==> src/rtl/rotating_priority_arbiter_if.sv <==
// Request/grant bundle between requesters and rotating_priority_arbiter.
// The master side drives requests; the slave side (the arbiter) returns grant state.
interface rotating_priority_arbiter_if #(
    parameter int SIZE = 4
);
    localparam int IDX_W = (SIZE > 1) ? $clog2(SIZE) : 1;

    logic [SIZE-1:0]  requests;
    logic [SIZE-1:0]  grant;
    logic [IDX_W-1:0] grant_index;
    logic             busy;

    modport master (
        output requests,
        input  grant,
        input  grant_index,
        input  busy
    );

    modport slave (
        input  requests,
        output grant,
        output grant_index,
        output busy
    );
endinterface

==> src/rtl/rotating_priority_arbiter.sv <==
// Round-robin arbiter with a rotating priority pointer and non-preemptive grants.
// Optional hold limit enabled by defining ROTATING_PRIORITY_ARBITER_TIMEOUT_EN.
module rotating_priority_arbiter #(
    parameter int SIZE    = 4,
    parameter int TIMEOUT = 16
) (
    input  logic                          clock,
    input  logic                          resetn,
    rotating_priority_arbiter_if.slave    arb
);
    localparam int IDX_W = (SIZE > 1) ? $clog2(SIZE) : 1;

    if (SIZE < 2 || TIMEOUT < 1) begin : g_param_check
        $error("rotating_priority_arbiter: SIZE must be >= 2 and TIMEOUT >= 1");
    end

    typedef enum logic [0:0] {
        IDLE    = 1'b0,
        GRANTED = 1'b1
    } state_e;

    state_e           state_q, state_d;
    logic [IDX_W-1:0] ptr_q, ptr_d;
    logic [SIZE-1:0]  grant_q, grant_d;
    logic [IDX_W-1:0] idx_q, idx_d;
    logic             busy_q, busy_d;

    logic [SIZE-1:0]  req_sel_s;
    logic             found_s;
    logic [IDX_W-1:0] winner_s;
    logic [IDX_W-1:0] ptr_next_s;

`ifdef ROTATING_PRIORITY_ARBITER_TIMEOUT_EN
    localparam int CNT_W = (TIMEOUT > 1) ? $clog2(TIMEOUT) : 1;
    localparam logic [CNT_W-1:0] CNT_MAX = CNT_W'(TIMEOUT - 1);
    logic [CNT_W-1:0] cnt_q, cnt_d;
`endif

    // Winner search: first candidate request at or after the pointer, wrapping.
    always_comb begin
        req_sel_s = arb.requests;
        if (state_q == GRANTED) begin
            req_sel_s[idx_q] = 1'b0;
        end else begin
            req_sel_s = arb.requests;
        end
        found_s  = 1'b0;
        winner_s = {IDX_W{1'b0}};
        for (int i = 0; i < SIZE; i++) begin
            int               cand;
            logic [IDX_W-1:0] cand_w;
            cand = int'(ptr_q) + i;
            if (cand >= SIZE) begin
                cand = cand - SIZE;
            end else begin
                cand = cand;
            end
            cand_w = IDX_W'(cand);
            if (!found_s && req_sel_s[cand_w]) begin
                found_s  = 1'b1;
                winner_s = cand_w;
            end else begin
                found_s  = found_s;
            end
        end
        if (winner_s == IDX_W'(SIZE - 1)) begin
            ptr_next_s = {IDX_W{1'b0}};
        end else begin
            ptr_next_s = winner_s + IDX_W'(1);
        end
    end

    // Next-state and registered-output decode.
    always_comb begin
        state_d = state_q;
        ptr_d   = ptr_q;
        grant_d = grant_q;
        idx_d   = idx_q;
        busy_d  = busy_q;
`ifdef ROTATING_PRIORITY_ARBITER_TIMEOUT_EN
        cnt_d   = cnt_q;
`endif
        case (state_q)
            IDLE: begin
                if (found_s) begin
                    state_d          = GRANTED;
                    grant_d          = {SIZE{1'b0}};
                    grant_d[winner_s] = 1'b1;
                    idx_d            = winner_s;
                    busy_d           = 1'b1;
                    ptr_d            = ptr_next_s;
`ifdef ROTATING_PRIORITY_ARBITER_TIMEOUT_EN
                    cnt_d            = {CNT_W{1'b0}};
`endif
                end else begin
                    state_d = IDLE;
                end
            end
            GRANTED: begin
                if (!arb.requests[idx_q]) begin
                    // Released: hand straight over, or fall back to IDLE.
                    if (found_s) begin
                        state_d           = GRANTED;
                        grant_d           = {SIZE{1'b0}};
                        grant_d[winner_s] = 1'b1;
                        idx_d             = winner_s;
                        busy_d            = 1'b1;
                        ptr_d             = ptr_next_s;
`ifdef ROTATING_PRIORITY_ARBITER_TIMEOUT_EN
                        cnt_d             = {CNT_W{1'b0}};
`endif
                    end else begin
                        state_d = IDLE;
                        grant_d = {SIZE{1'b0}};
                        idx_d   = {IDX_W{1'b0}};
                        busy_d  = 1'b0;
                    end
                end else begin
`ifdef ROTATING_PRIORITY_ARBITER_TIMEOUT_EN
                    // Hold limit reached: pointer already ranks this requester last.
                    if (cnt_q == CNT_MAX) begin
                        state_d = IDLE;
                        grant_d = {SIZE{1'b0}};
                        idx_d   = {IDX_W{1'b0}};
                        busy_d  = 1'b0;
                    end else begin
                        cnt_d = cnt_q + CNT_W'(1);
                    end
`else
                    state_d = GRANTED;
`endif
                end
            end
            default: begin
                state_d = IDLE;
                grant_d = {SIZE{1'b0}};
                idx_d   = {IDX_W{1'b0}};
                busy_d  = 1'b0;
            end
        endcase
    end

    // State and output registers with asynchronous clear.
    always_ff @(posedge clock or negedge resetn) begin
        if (!resetn) begin
            state_q <= IDLE;
            ptr_q   <= {IDX_W{1'b0}};
            grant_q <= {SIZE{1'b0}};
            idx_q   <= {IDX_W{1'b0}};
            busy_q  <= 1'b0;
`ifdef ROTATING_PRIORITY_ARBITER_TIMEOUT_EN
            cnt_q   <= {CNT_W{1'b0}};
`endif
        end else begin
            state_q <= state_d;
            ptr_q   <= ptr_d;
            grant_q <= grant_d;
            idx_q   <= idx_d;
            busy_q  <= busy_d;
`ifdef ROTATING_PRIORITY_ARBITER_TIMEOUT_EN
            cnt_q   <= cnt_d;
`endif
        end
    end

    assign arb.grant       = grant_q;
    assign arb.grant_index = idx_q;
    assign arb.busy        = busy_q;

endmodule

==> src/flat_wrapper.sv <==
// flat-port wrapper written by rule: the top's interface ports become plain ports
module rotating_priority_arbiter_flat 
#(
    parameter int SIZE    = 4,
    parameter int TIMEOUT = 16
)
  (clock, resetn, arb_requests, arb_grant, arb_grant_index, arb_busy);
  rotating_priority_arbiter_if #(.SIZE(SIZE)) arb_i ();
  input  logic clock;
  input  logic resetn;
  input wire logic [$bits(arb_i.requests)-1:0] arb_requests;
  output wire logic [$bits(arb_i.grant)-1:0] arb_grant;
  output wire logic [$bits(arb_i.grant_index)-1:0] arb_grant_index;
  output wire logic [$bits(arb_i.busy)-1:0] arb_busy;
  assign arb_i.requests = arb_requests;
  assign arb_grant = arb_i.grant;
  assign arb_grant_index = arb_i.grant_index;
  assign arb_busy = arb_i.busy;
  rotating_priority_arbiter #(.SIZE(SIZE), .TIMEOUT(TIMEOUT)) u_core (.clock(clock), .resetn(resetn), .arb(arb_i));
endmodule
==> config.mk <==
export PLATFORM = sky130hd
export DESIGN_NAME = rotating_priority_arbiter_flat
export DESIGN_NICKNAME = d
export VERILOG_FILES = /design/src/rtl/rotating_priority_arbiter_if.sv /design/src/rtl/rotating_priority_arbiter.sv /design/src/flat_wrapper.sv
export SDC_FILE = /design/constraint.sdc
export NUM_CORES = 1
export LEC_CHECK = 0
export CORE_UTILIZATION = 28
export DETAILED_ROUTE_END_ITERATION = 16
export SLEW_MARGIN = 15
export SYNTH_ARGS = -nofsm -noshare
export SYNTH_HDL_FRONTEND = slang
export SYNTH_SLANG_ARGS = --single-unit
==> constraint.sdc <==
create_clock -name clock -period 4.78 [get_ports clock]
set_input_delay 0.956 -clock clock [delete_from_list [all_inputs] [get_ports clock]]
set_output_delay 0.956 -clock clock [all_outputs]
set_load 0.01 [all_outputs]
# Word level (Yosys, flattened, before mapping)
# Index checks and enable logic that the tools add are counted.
# op_classes
addsub	8
div_mod_pow	0
n_bitwise	3
eq_ne	3
n_mux	45
reduce_logical	9
order_cmp	12
mul	0
shifts	0
# ops
operator	count
$mux 2	14
$lt 2x3->1 const B	6
$mux 4	4
$mux 1	15
$bmux 1 s2	5
$ge 3x3->1 const B	3
$pmux 2 s2	2
$pmux 4 s2	1
$sub 2x1->2 const B	4
$add 2x2->3 const B	2
$logic_and 1x1->1	5
$and 4x4->4	1
$demux 1 s2	2
$ge 2x1->1 const B	2
$not 4->4	1
$pmux 1 s2	2
$add 2x1->3 const B	1
$ge 2x3->1 const B	1
$logic_not 1->1	3
$add 2x1->2 const B	1
$eq 2x2->1 const B	1
$ne 2x1->1 const B	1
$ne 2x2->1 const B	1
$reduce_and 2->1	1
$not 1->1	1
# word_totals
rom_bits	0
elab_cells	85
memories	0
latchBits	0
regBits	10
ram_bits	0
output_inout_bits	7
in_bits	6

# Depth between registers and ports, before layout
# Gate-level depths: netlist of the first run.
# depth
word_depth	26
depth_mapped	9
mapped_depth_nobuf	8

# Worst setup path before layout of the first run
# Ideal clock, no wire load.
# synth_timing
kind	input -> register
start	in arb_requests[1]
end	reg u_core.grant_q[0], in the netlist u_core.arb.grant[0]
t_arrival_ns	2.416
path_stages	7
path_buffers	0
path_slack_ns	2.243
path_cell_list	and2b_2 -> a221o_1 -> a21boi_1 -> o32ai_2 -> inv_1 -> ha_1 -> a22o_1
# synth_between
elab_chain_cells	21
elab_cells_between_ends	38
# synth_rtl
element	line_no	source
from (decl)	flat_wrapper.sv:11	input wire logic [$bits(arb_i.requests)-1:0] arb_requests;
$and 4x4->4 (no line)	-	
$mux 4	rotating_priority_arbiter.sv:42	if (state_q == GRANTED) begin
$bmux 1 s2	rotating_priority_arbiter.sv:59	if (!found_s && req_sel_s[cand_w]) begin
$mux 1 (implied by the code)	rotating_priority_arbiter.sv:59	
$mux 1	rotating_priority_arbiter.sv:59	
$logic_not 1->1	rotating_priority_arbiter.sv:59	
$logic_and 1x1->1	rotating_priority_arbiter.sv:59	
$mux 1	rotating_priority_arbiter.sv:59	
[5 not listed]	-	
$mux 2	rotating_priority_arbiter.sv:59	
$lt 2x3->1 (implied by the code) / $ge 2x1->1 (equally long branches)	rotating_priority_arbiter.sv:88, rotating_priority_arbiter.sv:105	
$logic_and 1x1->1 (implied by the code)	rotating_priority_arbiter.sv:88, rotating_priority_arbiter.sv:105	
$mux 1 (implied by the code)	rotating_priority_arbiter.sv:88, rotating_priority_arbiter.sv:105	
$demux 1 s2	-	
$mux 4	rotating_priority_arbiter.sv:102	if (found_s) begin
$mux 4	rotating_priority_arbiter.sv:100	if (!arb.requests[idx_q]) begin
$pmux 4 s2	rotating_priority_arbiter.sv:83	case (state_q)
to (signal assigned)	rotating_priority_arbiter.sv:148	grant_q <= {SIZE{1'b0}};
to (signal assigned)	rotating_priority_arbiter.sv:157	grant_q <= grant_d;
to (decl)	rotating_priority_arbiter.sv:24	logic [SIZE-1:0] grant_q, grant_d;
# Parallel ways exist; a longest one is shown, timed or not. The select of a mux whose other input is x is not followed.
# A chain may end at the register's enable or synchronous reset.

# Worst setup path after layout of the first run
# Ends and elaborated chain as after synthesis.

==> results.json, run 1 <==
{
  "via_count": 686,
  "ir_worst_vdd_mv": 0.2626,
  "cts_max_level": 1,
  "avgSynthCellArea_sq_um": 10.14,
  "synth_top_cell_by_area": "dfrtp_1",
  "grt_pass1_wl_um": 2794,
  "yosysMostFrequentCell": "dfrtp_1",
  "synth_area_leaders": "dfrtp_1 (32%), ha_1 (6.3%), a22o_1 (5.5%), o21ai_0 (3.8%), mux4_1 (3.3%)",
  "syn-num-nets": 88,
  "grt_usage": 0.1307,
  "cp.depth": 8,
  "maxCapViolations": 0,
  "clock-skew-final_ns": 0.001713,
  "vias_per_cell": 5.717,
  "postCtsSetupRepairBufs": 0,
  "drt_first_iter_violations": 14,
  "tightest_slew_ns": 0.6632,
  "rows": 18,
  "setup_viol": 0,
  "drc": 0,
  "clk_latency_ns": 0.26,
  "dp_slack_ns": 1.456,
  "die_area_sq_mm": 0.003040,
  "numClockSinks": 10,
  "root_buffer": "clkbuf_4",
  "setup.worst_path.start_class": "input pin",
  "period_minus_slack_ns": 3.073,
  "grt-ovfl-total": 0,
  "pin_count": 13,
  "finalCritPeriodShare": 0.6429,
  "finalHoldViolCount": 0,
  "ys_types": 44,
  "leakage_nw": 0.3874,
  "async_flop_share": 1.000,
  "numPortBuffers": 12,
  "clk_path_buf_depth": 2,
  "pwr-share-clk": 0.080,
  "drt_wl_total_um": 1716,
  "holdCritPathClass": "reg2reg",
  "finalMaxSlewViolations": 0,
  "syn-instance-count": 78,
  "ys_ff_latch": 10,
  "r2r_cells": 7,
  "cp_cell_sequence": "clkdlybuf4s50_1, and2b_2, a221o_1, a21boi_1, o32ai_2, inv_1, ha_1, a22o_1",
  "swShare": 0.4565,
  "start_util": 0.3080,
  "end_kind": "flip-flop",
  "synth_top_flop_cell": "dfrtp_1",
  "crit_required_ns": 4.93,
  "slew_headroom": 0.5532,
  "rsz0062_at_grt": "no",
  "globalplace.congestion": 0.8264,
  "numCtsBuffers": 3,
  "path_buf_inv": 2,
  "antenna_found_initial": 0,
  "n_antenna_cell": 0,
  "seq_area_frac_synth": 0.3165,
  "final_antenna_net_count": 0,
  "synth_top_area_frac": 0.3165,
  "path_max_fanout": 8,
  "slowest_delay_ns": 0.60,
  "hold_depth": 1,
  "finalInstanceArea_sq_um": 947.2,
  "die_x_um": 55.14,
  "status": "finished clean",
  "synth_warnings": 0,
  "drive_gt1_frac": 0.1667,
  "synth_commonest_cells": "dfrtp_1 (10), o21ai_0 (6), a22o_1 (5)",
  "hold_buffers": 0,
  "max_freq_mhz": 325.4,
  "nNetsFinal": 102,
  "core_sq_mm": 0.002567,
  "cp_slowest_cell": "clkdlybuf4s50_1",
  "final.setup.tns_ns": 0,
  "path_class": "in2reg",
  "first_pass_iters": 4,
  "powerDensity_mw_per_mm2": 721.6,
  "grt_max_degree": 11,
  "postPlaceCellArea_sq_um": 924.6,
  "synth_edf_count": 0,
  "setup_slack_ns": 1.707,
  "combinationalPowerShare": 0.677,
  "grt_pass1_vias": 638,
  "p_switching_mw": 0.3120,
  "cts_tree": "done",
  "clkTransAtPathRegs_ns": 0.06,
  "crit_family": "compound AO/OA/AOI/OAI gates",
  "power_frac_seq": 0.242,
  "area_delta_synth_final_pct": 19.78,
  "place_hpwl_um": 1314,
  "dieHeight_um": 55.14,
  "internal_power_mw": 0.3715,
  "fin_util": 0.3689,
  "route.detailed.wl_per_inst_um": 14.30,
  "crit_arrival_ns": 3.22,
  "post_cts_resize_count": 0,
  "syn_area_sq_um": 790.8
}
per-stage QoR:
step / power [mW] / std cells / hold slack [ns]
3_3_place_gp: 0.6204 / 117 / 0.4849
6_report: 0.6835 / 120 / 0.4953
4_1_cts: 0.6826 / 120 / 0.5010
2_1_floorplan: 0.5178 / 78 / 0.4964
5_1_grt: 0.7505 / 120 / 0.5219
3_5_place_dp: 0.6232 / 117 / 0.4873
cells in the final DEF (no fill, tap or decap), types with 2 or more instances in the layout:
cell type        instances
a21oi_1                  4
a22o_1                   5
clkbuf_4                 3
clkdlybuf4s50_1         12
dfrtp_1                 10
ha_1                     4
inv_1                    4
nand2_1                  4
nor2_1                   4
o21ai_0                  6
o221ai_1                 2
cell families after synthesis:
| kind of cell | synth area share |
|---|---|
| xor+xnor | 0.04115 |
| flops | 0.3165 |
| buf+inv | 0.05378 |
| fa+ha+maj | 0.06329 |
| mux | 0.06013 |
| simple gates | 0.1377 |
| compound gates | 0.3276 |
flip-flops by register name, indices dropped and copies added, names as in the netlist:
signal,cells
u_core.arb.grant_index,2
u_core.arb.grant,4
u_core.state_q,1
u_core.ptr_q,2
u_core.arb.busy,1
path summary, 6_finish.rpt:
check	start	endpoint	slack (ns)
worst max-delay path	arb_requests[1]	u_core.arb.grant[0]	1.71
min in group asynchronous	resetn	u_core.arb.grant[3]	1.00
worst min-delay path	u_core.arb.grant[1]	u_core.arb.grant[1]	0.50
worst max register to register	u_core.ptr_q[0]	u_core.arb.grant[0]	2.38
worst min register to register	u_core.arb.grant[1]	u_core.arb.grant[1]	0.50
max in group asynchronous	resetn	u_core.arb.grant_index[1]	3.48
metal layers:
layer | part of all wire | vias up | track usage
met5 | 0 | - | 0
met4 | 0.020 | 0 | 0.05417
met3 | 0.052 | 4 | 0.03279
met2 | 0.47 | 28 | 0.2149
met1 | 0.46 | 325 | 0.1612
li1 | - | 329 | -
power groups by stage:
stage / Sequential (mW) / Clock (mW) / Combinational, mW
global placement: 0.167 / 0 / 0.454
global route: 0.173 / 0.0623 / 0.515
finish: 0.166 / 0.0549 / 0.463
floorplan: 0.149 / 0 / 0.369
detailed placement: 0.168 / 0 / 0.456
CTS: 0.166 / 0.0568 / 0.460
area by class of cell:
type | count | area, sq um
fill | 275 | 1620
inverter | 5 | 18.77
multi-input combinational | 60 | 498.0
tap | 30 | 37.54
timing repair buffer | 12 | 120.1
clock buffer | 3 | 22.52
sequential | 10 | 250.2
(Power assumes the default switching activity.)
==> run 2, diff against run 1 <==
==> constraint.sdc (replaced) <==
create_clock -name clock -period 2.65 [get_ports clock]
set_input_delay 0.53 -clock clock [delete_from_list [all_inputs] [get_ports clock]]
set_output_delay 0.53 -clock clock [all_outputs]
set_load 0.01 [all_outputs]
==> run 2 against run 1 <==
  * Clock power grew to 2.6 times the previous value
  * Worst hold slack gained 0.0023 ns
  * Power increased by 99%
  * Routed wire length up 4.3%
  * Cell area increased by 9.4%
  * Sequential cell count did not move
  * Sequential share of layout area is 2.3 points lower
  * Non-clock buffer count increased by 10
==> results.json, run 2 (same netlist as run 1, synthesis figures left out) <==
{
  "status": "finished clean",
  "power_mw": 1.363,
  "timing.rr.start": "u_core.ptr_q[0]",
  "n_antenna_cell": 0,
  "power_frac_seq": 0.222,
  "grt_pass1_wl_um": 2967,
  "cts_max_level": 1,
  "crit_family": "compound AO/OA/AOI/OAI gates",
  "reg2reg_setup_slack_ns": 0.24,
  "antenna_found_initial": 0,
  "finalCritPeriodShare": 0.9320,
  "slew_headroom": 0.5132,
  "first_pass_iters": 4,
  "grt_max_degree": 11,
  "setup.worst_path.start_class": "input pin",
  "end_kind": "flip-flop",
  "max_freq_mhz": 404.9,
  "hold_buffers": 0,
  "powerDensity_mw_per_mm2": 1316,
  "largest_register_ffs": 4,
  "endpoint": "u_core.arb.grant[0]",
  "via_count": 704,
  "post_cts_resize_count": 0,
  "layout_common_cells": "clkdlybuf4s50_1 (12), buf_4 (10), dfrtp_1 (10), o21ai_0 (6), a22o_1 (5)",
  "drt_first_iter_violations": 7,
  "clk_latency_ns": 0.27,
  "area_delta_synth_final_pct": 31.01,
  "numPortBuffers": 12,
  "wl_met3_um": 48,
  "layout_commonest_cell": "clkdlybuf4s50_1",
  "finalMaxSlewViolations": 0,
  "numCtsBuffers": 3,
  "top_layer": "met4",
  "path_buf_inv": 2,
  "clkTransAtPathRegs_ns": 0.07,
  "drc": 0,
  "die_x_um": 55.14,
  "cp_cell_sequence": "clkdlybuf4s50_1, and2b_2, a221o_1, a21boi_1, o32ai_2, inv_1, ha_1, a22o_1",
  "p_switching_mw": 0.5901,
  "rsz0062_at_grt": "no",
  "clock-skew-final_ns": 0.0009485,
  "nNetsFinal": 112,
  "internal_power_mw": 0.7732,
  "crit_arrival_ns": 2.63,
  "finalHoldViolCount": 0,
  "grt_pass1_vias": 663,
  "globalplace.congestion": 0.8182,
  "tightest_slew_ns": 0.7226,
  "holdCritPathClass": "reg2reg",
  "path_class": "in2reg",
  "place_hpwl_um": 1393,
  "pin_count": 13,
  "vias_per_cell": 5.374,
  "r2r_end": "u_core.arb.grant[0]",
  "route.detailed.wl_per_inst_um": 13.66,
  "crit_required_ns": 2.81,
  "drt_wl_total_um": 1790,
  "root_buffer": "clkbuf_4",
  "final_antenna_net_count": 0,
  "leakage_nw": 0.4430,
  "r2r_cells": 7,
  "path_max_fanout": 5,
  "route.met2.wl_um": 888,
  "slowest_delay_ns": 0.47,
  "cts_tree": "done",
  "grt_usage": 0.1422,
  "combinationalPowerShare": 0.675,
  "critPathLaunch": "arb_requests[1]",
  "postCtsSetupRepairBufs": 0,
  "start_util": 0.3080,
  "whs_ns": 0.4976,
  "ir_worst_vdd_mv": 0.5095,
  "core_sq_mm": 0.002567,
  "rows": 18,
  "setup_viol": 0,
  "dieHeight_um": 55.14,
  "numClockSinks": 10,
  "die_area_sq_mm": 0.003040,
  "final.setup.tns_ns": 0,
  "clk_path_buf_depth": 2,
  "pwr-share-clk": 0.103,
  "maxCapViolations": 0,
  "swShare": 0.4329,
  "drive_gt1_frac": 0.2574,
  "wl_met1_um": 835,
  "cp_slowest_cell": "clkdlybuf4s50_1",
  "grt-ovfl-total": 0,
  "cp.depth": 8,
  "period_minus_slack_ns": 2.470
}
[run 2: layout make-up]
type	instances	area, sq um
clock buffers	4	36.28
repair buffers	22	195.2
fillers	276	1531
multi-input cells	60	498.0
flip-flops and latches	10	250.2
inverters	5	18.77
well taps	30	37.54
[run 2: layer usage]
layer / vias up / track usage
met5: - / 0
met1: 338 / 0.1766
met4: 0 / 0.05000
li1: 348 / -
met3: 4 / 0.04098
met2: 14 / 0.2329
[run 2: through the flow]
stage | std cells | setup slack (ns) | instance area [sq um] | util
after floorplan | 78 | 0.5008 | 790.8 | -
after global placement | 127 | -0.04293 | 999.7 | 0.3894
after detailed placement | 127 | -0.07975 | 999.7 | 0.3894
after CTS | 131 | 0.1987 | 1036 | 0.4035
after global routing | 131 | 0.07696 | 1036 | 0.4035
final | 131 | 0.1802 | 1036 | 0.4035
[run 2: worst min-delay path by stage]
stage | slack [ns] | cells past startpoint | endpoint | start
finish | 0.50 | 1 | u_core.arb.grant[1] | u_core.arb.grant[1]
global route | 0.51 | 1 | u_core.arb.grant[3] | u_core.arb.grant[3]
CTS | 0.50 | 1 | u_core.arb.grant[1] | u_core.arb.grant[1]
detailed placement | 0.48 | 1 | u_core.arb.grant[3] | u_core.arb.grant[3]
global placement | 0.49 | 1 | u_core.arb.grant[3] | u_core.arb.grant[3]
floorplan | 0.23 | 0 | u_core.arb.busy | resetn
[run 2: power groups by stage]
stage / Clock (mW) / Sequential (mW) / Combinational, mW
2_1_floorplan: 0 / 0.269 / 0.665
3_3_place_gp: 0 / 0.303 / 0.903
3_5_place_dp: 0 / 0.309 / 0.911
4_1_cts: 0.143 / 0.305 / 0.917
5_1_grt: 0.153 / 0.317 / 1.02
6_report: 0.141 / 0.303 / 0.920
==> run 3, diff against run 2 <==
--- a/config.mk
+++ b/config.mk
@@ -11,3 +11,4 @@
 export SYNTH_ARGS = -nofsm -noshare
 export SYNTH_HDL_FRONTEND = slang
 export SYNTH_SLANG_ARGS = --single-unit
+export TNS_END_PERCENT = 100
==> results of run 3 <==
The final DEF is identical to that of run 2; final timing and power are the same.
